[src/rtl/y86_regfile_wb_pipe_pkg.sv]
// y86_regfile_wb_pipe_pkg
//   Shared Y86-64 constants, the decode-table helper and the writeback
//   pipeline entry type used by the register-file block and its scoreboard.
package y86_regfile_wb_pipe_pkg;

  localparam logic [3:0] I_HALT   = 4'h0;
  localparam logic [3:0] I_NOP    = 4'h1;
  localparam logic [3:0] I_CMOVQ  = 4'h2;
  localparam logic [3:0] I_IRMOVQ = 4'h3;
  localparam logic [3:0] I_RMMOVQ = 4'h4;
  localparam logic [3:0] I_MRMOVQ = 4'h5;
  localparam logic [3:0] I_OPQ    = 4'h6;
  localparam logic [3:0] I_JXX    = 4'h7;
  localparam logic [3:0] I_CALL   = 4'h8;
  localparam logic [3:0] I_RET    = 4'h9;
  localparam logic [3:0] I_PUSHQ  = 4'hA;
  localparam logic [3:0] I_POPQ   = 4'hB;

  localparam logic [3:0] RNONE = 4'hF;
  localparam logic [3:0] RSP   = 4'h4;

  typedef struct packed {
    logic [3:0] src_a;
    logic [3:0] src_b;
    logic [3:0] dst_e;
    logic [3:0] dst_m;
  } dec_t;

  typedef struct packed {
    logic       valid;
    logic [3:0] icode;
    logic [3:0] dst_e;
    logic [3:0] dst_m;
  } sb_entry_t;

  // Raw decode table; out-of-range specifiers are squashed by the caller.
  function automatic dec_t decode(input logic [3:0] icode,
                                  input logic [3:0] ra,
                                  input logic [3:0] rb);
    dec_t d;
    d = '{src_a: RNONE, src_b: RNONE, dst_e: RNONE, dst_m: RNONE};
    case (icode)
      I_CMOVQ:  begin d.src_a = ra;  d.src_b = rb;  d.dst_e = rb;  end
      I_IRMOVQ: begin d.dst_e = rb; end
      I_RMMOVQ: begin d.src_a = ra;  d.src_b = rb;  end
      I_MRMOVQ: begin d.src_b = rb;  d.dst_m = ra;  end
      I_OPQ:    begin d.src_a = ra;  d.src_b = rb;  d.dst_e = rb;  end
      I_CALL:   begin d.src_b = RSP; d.dst_e = RSP; end
      I_RET:    begin d.src_a = RSP; d.src_b = RSP; d.dst_e = RSP; end
      I_PUSHQ:  begin d.src_a = ra;  d.src_b = RSP; d.dst_e = RSP; end
      I_POPQ:   begin d.src_a = RSP; d.src_b = RSP; d.dst_e = RSP; d.dst_m = ra; end
      default:  ;
    endcase
    return d;
  endfunction

endpackage

[src/rtl/y86_regfile_wb_pipe_wb_scoreboard.sv]
// y86_wb_scoreboard
//   WB_LAT-deep shift register of in-flight destinations. Entry 0 is the
//   instruction accepted on the previous edge; entry WB_LAT-1 is the
//   writeback stage. Raises hazard_o when a source register is still owed
//   a write by an entry in stages 0..WB_LAT-2.
// Ports
//   clk_i, rst_n_i      clock / async active-low reset
//   push_i              instruction accepted this cycle
//   push_icode_i        icode of the accepted instruction
//   push_dst_e_i/_m_i   decoded destinations (RNONE when absent)
//   src_a_i, src_b_i    sources of the instruction waiting in decode
//   hazard_o            read-after-write hazard against non-writeback stages
//   wb_o                writeback-stage entry
module y86_wb_scoreboard
  import y86_regfile_wb_pipe_pkg::*;
#(
  parameter int WB_LAT = 3
) (
  input  logic       clk_i,
  input  logic       rst_n_i,
  input  logic       push_i,
  input  logic [3:0] push_icode_i,
  input  logic [3:0] push_dst_e_i,
  input  logic [3:0] push_dst_m_i,
  input  logic [3:0] src_a_i,
  input  logic [3:0] src_b_i,
  output logic       hazard_o,
  output sb_entry_t  wb_o
);

  localparam sb_entry_t BUBBLE = '{valid: 1'b0, icode: I_NOP, dst_e: RNONE, dst_m: RNONE};

  sb_entry_t pipe_q [WB_LAT];
  sb_entry_t head_d;

  always_comb begin
    head_d = BUBBLE;
    if (push_i) begin
      head_d = '{valid: 1'b1, icode: push_icode_i, dst_e: push_dst_e_i, dst_m: push_dst_m_i};
    end
  end

  always_ff @(posedge clk_i or negedge rst_n_i) begin
    if (!rst_n_i) begin
      for (int i = 0; i < WB_LAT; i++) pipe_q[i] <= BUBBLE;
    end else begin
      pipe_q[0] <= head_d;
      for (int i = 1; i < WB_LAT; i++) pipe_q[i] <= pipe_q[i-1];
    end
  end

  // Cmov entries keep their dst_e here whatever cnd will be: the condition
  // is only known in writeback, so the reader must wait for it.
  always_comb begin
    hazard_o = 1'b0;
    for (int i = 0; i < WB_LAT - 1; i++) begin
      if (pipe_q[i].valid) begin
        if (src_a_i != RNONE && (src_a_i == pipe_q[i].dst_e || src_a_i == pipe_q[i].dst_m))
          hazard_o = 1'b1;
        if (src_b_i != RNONE && (src_b_i == pipe_q[i].dst_e || src_b_i == pipe_q[i].dst_m))
          hazard_o = 1'b1;
      end
    end
  end

  assign wb_o = pipe_q[WB_LAT-1];

endmodule

[src/rtl/y86_regfile_wb_pipe.sv]
// y86_regfile_wb_pipe
//   Y86-64 decode / register-file stage. Decodes sources and destinations,
//   reads operands (with same-cycle writeback bypass), stalls on hazards
//   reported by the writeback scoreboard and retires valE/valM WB_LAT cycles
//   after accept.
// Ports
//   clk_i, rst_n_i            clock / async active-low reset
//   dec_valid_i, dec_ready_o  decode handshake
//   icode_i, rA_i, rB_i       instruction fields
//   out_valid_o               one-cycle pulse after accept
//   valA_o, valB_o            registered operands
//   dstE_o, dstM_o            registered decoded destinations
//   wb_valid_o                an instruction is in writeback
//   valE_i, valM_i, cnd_i     writeback data and cmov condition
//   halted_o                  sticky, set once HALT is accepted
module y86_regfile_wb_pipe
  import y86_regfile_wb_pipe_pkg::*;
#(
  parameter int DATA_W = 64,
  parameter int NREG   = 15,
  parameter int WB_LAT = 3
) (
  input  logic              clk_i,
  input  logic              rst_n_i,
  input  logic              dec_valid_i,
  output logic              dec_ready_o,
  input  logic [3:0]        icode_i,
  input  logic [3:0]        rA_i,
  input  logic [3:0]        rB_i,
  output logic              out_valid_o,
  output logic [DATA_W-1:0] valA_o,
  output logic [DATA_W-1:0] valB_o,
  output logic [3:0]        dstE_o,
  output logic [3:0]        dstM_o,
  output logic              wb_valid_o,
  input  logic [DATA_W-1:0] valE_i,
  input  logic [DATA_W-1:0] valM_i,
  input  logic              cnd_i,
  output logic              halted_o
);

  function automatic logic [3:0] squash(input logic [3:0] r);
    if (r != RNONE && int'(r) >= NREG) return RNONE;
    return r;
  endfunction

  dec_t              dec_raw, dec;
  logic              hazard;
  logic              accept;
  sb_entry_t         wb;
  logic [3:0]        wb_dst_e;
  logic [3:0]        src [2];
  logic [DATA_W-1:0] rd  [2];

  logic [DATA_W-1:0] regs_q [NREG];
  logic              out_valid_q, out_valid_d;
  logic [DATA_W-1:0] val_a_q, val_a_d, val_b_q, val_b_d;
  logic [3:0]        dst_e_q, dst_e_d, dst_m_q, dst_m_d;
  logic              halted_q, halted_d;

  always_comb begin
    dec_raw   = decode(icode_i, rA_i, rB_i);
    dec.src_a = squash(dec_raw.src_a);
    dec.src_b = squash(dec_raw.src_b);
    dec.dst_e = squash(dec_raw.dst_e);
    dec.dst_m = squash(dec_raw.dst_m);
  end

  y86_wb_scoreboard #(.WB_LAT(WB_LAT)) u_sb (
    .clk_i        (clk_i),
    .rst_n_i      (rst_n_i),
    .push_i       (accept),
    .push_icode_i (icode_i),
    .push_dst_e_i (dec.dst_e),
    .push_dst_m_i (dec.dst_m),
    .src_a_i      (dec.src_a),
    .src_b_i      (dec.src_b),
    .hazard_o     (hazard),
    .wb_o         (wb)
  );

  assign dec_ready_o = !halted_q && !hazard;
  assign accept      = dec_valid_i && dec_ready_o;
  assign wb_valid_o  = wb.valid;

  // A not-taken cmov retires without touching its destination.
  assign wb_dst_e = (wb.icode == I_CMOVQ && !cnd_i) ? RNONE : wb.dst_e;

  assign src[0] = dec.src_a;
  assign src[1] = dec.src_b;

  always_comb begin
    for (int k = 0; k < 2; k++) begin
      rd[k] = '0;
      if (src[k] != RNONE) begin
        if (wb.valid && src[k] == wb.dst_m)      rd[k] = valM_i;
        else if (wb.valid && src[k] == wb_dst_e) rd[k] = valE_i;
        else                                     rd[k] = regs_q[src[k]];
      end
    end
  end

  // Both writes are NBAs to the same array; the M write is last so it wins
  // when dst_e == dst_m (popq %rsp).
  always_ff @(posedge clk_i or negedge rst_n_i) begin
    if (!rst_n_i) begin
      for (int i = 0; i < NREG; i++) regs_q[i] <= '0;
    end else if (wb.valid) begin
      if (wb_dst_e != RNONE) regs_q[wb_dst_e] <= valE_i;
      if (wb.dst_m != RNONE) regs_q[wb.dst_m] <= valM_i;
    end
  end

  always_comb begin
    out_valid_d = accept;
    val_a_d     = val_a_q;
    val_b_d     = val_b_q;
    dst_e_d     = dst_e_q;
    dst_m_d     = dst_m_q;
    halted_d    = halted_q;
    if (accept) begin
      val_a_d = rd[0];
      val_b_d = rd[1];
      dst_e_d = dec.dst_e;
      dst_m_d = dec.dst_m;
      if (icode_i == I_HALT) halted_d = 1'b1;
    end
  end

  always_ff @(posedge clk_i or negedge rst_n_i) begin
    if (!rst_n_i) begin
      out_valid_q <= 1'b0;
      val_a_q     <= '0;
      val_b_q     <= '0;
      dst_e_q     <= RNONE;
      dst_m_q     <= RNONE;
      halted_q    <= 1'b0;
    end else begin
      out_valid_q <= out_valid_d;
      val_a_q     <= val_a_d;
      val_b_q     <= val_b_d;
      dst_e_q     <= dst_e_d;
      dst_m_q     <= dst_m_d;
      halted_q    <= halted_d;
    end
  end

  assign out_valid_o = out_valid_q;
  assign valA_o      = val_a_q;
  assign valB_o      = val_b_q;
  assign dstE_o      = dst_e_q;
  assign dstM_o      = dst_m_q;
  assign halted_o    = halted_q;

endmodule
[config.mk]
export PLATFORM = sky130hd
export DESIGN_NAME = y86_regfile_wb_pipe
export DESIGN_NICKNAME = d
export VERILOG_FILES = /design/src/rtl/y86_regfile_wb_pipe_pkg.sv /design/src/rtl/y86_regfile_wb_pipe_wb_scoreboard.sv /design/src/rtl/y86_regfile_wb_pipe.sv
export SDC_FILE = /design/constraint.sdc
export NUM_CORES = 2
export LEC_CHECK = 0
export CORE_ASPECT_RATIO = 0.9
export CORE_MARGIN = 8
export CORE_UTILIZATION = 23
export DETAILED_ROUTE_END_ITERATION = 8
export MAX_ROUTING_LAYER = met4
export SYNTH_ARGS = -nofsm -noshare
export SYNTH_HDL_FRONTEND = slang
export SYNTH_SLANG_ARGS = --single-unit
[constraint.sdc]
create_clock -name clk_i -period 2.8 [get_ports clk_i]
set_input_delay 0.56 -clock clk_i [delete_from_list [all_inputs] [get_ports clk_i]]
set_output_delay 0.56 -clock clk_i [all_outputs]
set_load 0.005 [all_outputs]
==> flow_summary.ini <==
[worst_setup_path]
slowest_delay_ns = 0.53
arrival_ns = 2.71
crit_path_end_kind = output port
cp.depth = 8
start_kind = flip-flop
critPathLaunch = u_sb.pipe_q[32]$_DFF_PN1_
cp_top_family = simple AND/OR/NAND/NOR gates
cp_max_fo = 2
crit_slowest_cell = or4_4
worst-r2r-cell-count = 12
critPathBufInv = 1
worstPathCellList = or2_4 > o41ai_2 > a22oi_1 > or4_4 > a21oi_2 > nor3_2 > and2_4 > buf_6
timing.rr.end = valA_o[10]$_DFFE_PN0P_
ff2ff_setup_slack_ns = -0.30
worstSetupPathType = flip-flop to output port
r2r_start = u_sb.wb_o[11]$_DFF_PN0_
cp-endpoint = dec_ready_o
required_ns = 2.24

[logic_synthesis]
synth_area_leader_cell = dfrtp_1
yosysWarnings = 0
synth_top_area_share_pct = 41.3
syn-num-nets = 8053
syn_inst = 7909
synth_flop_cell = dfrtp_1
synth-edff-count = 0
yosysUniqueCellTypes = 75
synthArstFlopShare_pct = 100
synth-seq-cells = 1136
syn_area_per_cell_sq_um = 8.44
ys_top_cells_by_area = dfrtp_1, o22ai_1, a21oi_1, mux2i_1, nor2_1
synth.most_common_cell = dfrtp_1
ys_seq_area_share_pct = 42.6
netlist_area_sq_um = 66800
synth_common_cells = dfrtp_1, nor2_1, o22ai_1, a21oi_1, clkbuf_1

[clocking]
clk_latency_ns = 0.79
ctsLongestPathBuffers = 3
cts_tree = built
root_buffer = clkbuf_16
cts_made_buffers = 121
htree_num_levels = 3
clkTransAtPathRegs_ns = 0.06
clock_sinks = 1136

[run_status]
violations = setup timing
outcome = finished, violations left

[floorplanning]
fp.coreArea_sq_um = 288000
start_util_pct = 23.1
row_count = 187
die_area_sq_um = 308000
ios = 284
die_w_um = 584
die_h_um = 527

[finish]
fin_cells = 12306
drive_gt1_share_pct = 20.8
areaGrowthSynthToFinish_pct = 34.6
num-nets-final = 8444

[global_routing]
grt_pass1_vias = 72152
antenna_found_initial = 32
grt-ovfl-total = 0
grt_max_degree = 187
grt_pass1_wl_um = 542000
grt_util_all_layers_pct = 24.4

[place]
port_buffers = 283
dpl.cell_count = 11930
pre_cts_ws_ns = -1.47
hpwl_um = 240000
gp_congestion = 0.966

[drt]
drt_iter0_drc = 14712
drc = 0
drtPass1Iterations = 8
routed_wl_um = 399000
via_count = 76359
wl_per_cell_um = 32.4
ant_nets = 0
via_per_inst = 6.21

[job]
cap_violations = 0

[timing]
final.min_clock_period_ns = 3.27
grt_setup_unrepaired = true
worst_pin_slew_ns = 1.19
timing.fmax_mhz = 306
setup_viol = 101
layout_setup_ws_ns = -0.470
fin_crit_sh_pct = 117
max-slew-margin-rel_pct = 20.7
drv_slew = 0
hold_viol = 0
fin_worst_skew_ns = 0.0465

[pwr]
leakagePower_nw = 37.8
p_per_area_nw_per_um2 = 678
ir_drop_v = 0.000646

[min_path]
hp-class = input pin to flip-flop
cell usage in the layout (no fill, tap or decap), types with 18 or more instances in the layout:
master,instances
clkinv_2,35
o22ai_1,1059
dfrtp_1,1100
inv_1,71
o221ai_4,18
a221o_1,21
o21ai_0,86
nand2_1,492
clkdlybuf4s50_1,271
a21oi_1,1030
a221oi_2,25
clkbuf_8,23
mux2i_1,487
o221ai_2,40
nand3_1,331
buf_6,57
buf_8,20
nor2_2,22
mux2_4,74
a22o_1,49
buf_4,615
a222oi_1,45
and4_1,60
a2bb2oi_1,50
a221oi_1,176
clkbuf_16,143
and2_1,86
nor4_4,37
mux2_2,68
diode_2,24
buf_16,25
buf_12,282
nand2_4,19
bufinv_16,18
dfstp_2,35
nor2_1,1064
a311oi_1,46
worst min path at each step:
| stage | startpoint | to | slack (ns) | cells after the start |
|---|---|---|---|---|
| floorplan | rst_n_i | halted_o$_DFFE_PN0P_ | 0.26 | 0 |
| global placement | u_sb.pipe_q[36]$_DFF_PN0_ | u_sb.pipe_q[23]$_DFF_PN0_ | 0.33 | 0 |
| detailed placement | u_sb.pipe_q[36]$_DFF_PN0_ | u_sb.pipe_q[23]$_DFF_PN0_ | 0.34 | 0 |
| CTS | icode_i[2] | u_sb.pipe_q[36]$_DFF_PN0_ | 0.10 | 2 |
| global route | icode_i[2] | u_sb.pipe_q[36]$_DFF_PN0_ | 0.13 | 2 |
| finish | icode_i[2] | u_sb.pipe_q[36]$_DFF_PN0_ | 0.13 | 2 |
power by group:
group	leakage [nW]	switching, mW	total (mW)	internal (mW)
Sequential	15.0	3.59	23.6	20.0
Combinational	20.6	10.6	19.1	8.53
Clock	2.16	7.92	18.2	10.3
Total	37.8	22.1	60.9	38.8
metrics by stage:
| stage | util, % | instance area, sq um | power (mW) | TNS, ns | hold slack [ns] |
|---|---|---|---|---|---|
| detailed placement | 28.1 | 81200 | 39.6 | -564.21 | 0.336 |
| floorplan | - | 66900 | 31.0 | -15.16 | 0.264 |
| global placement | 28.1 | 81200 | 39.4 | -556.83 | 0.332 |
| global route | 31.1 | 89900 | 62.7 | -22.30 | 0.130 |
| finish | 31.2 | 89900 | 60.9 | -13.08 | 0.129 |
| CTS | 30.3 | 87400 | 58.7 | -5.84 | 0.100 |
registers in the layout, indices dropped and copies added, names as in the netlist:
register	cells
out_valid_o	1
dstE_o	4
regs_q	960
u_sb.wb_o	13
dstM_o	4
u_sb.pipe_q	25
valA_o	64
halted_o	1
valB_o	64
kinds of logic after synthesis:
| logic type | count (synthesis) | share of synthesized area, % |
|---|---|---|
| multiplexers | 629 | 9.70 |
| AO/OA/AOI/OAI | 2774 | 26.3 |
| buffers and inverters | 1106 | 6.49 |
| flip-flops | 1136 | 42.6 |
| AND/OR/NAND/NOR | 2252 | 14.7 |
| XOR/XNOR | 12 | 0.157 |
layout make-up:
type,instances,area (sq um)
Tap cell,3874,4850
Inverter,73,287
Fill cell,29851,199000
Clock inverter,77,951
Sequential cell,1136,28500
Clock buffer,154,3400
Antenna cell,24,60.1
Multi-Input combinational cell,5668,36600
Timing Repair Buffer,1300,15200
timing repair:
item,in CTS,in global routing
buffers inserted,47,53
cloned,18,24
hold buffers,1,0
endpoints found under the setup margin,173,226
endpoints found under the hold margin,239,0
pin swaps,54,119
gates resized for setup,220,304
layer usage:
metal	global-route usage (%)	vias to the layer above	share of wire (%)
met5	-	-	0
met4	14.2	0	7.5
met3	8.94	1943	16
met2	33.7	7505	40
met1	30.4	36839	36
li1	-	30072	-
Note: power is estimated with default switching activity, not from simulation.
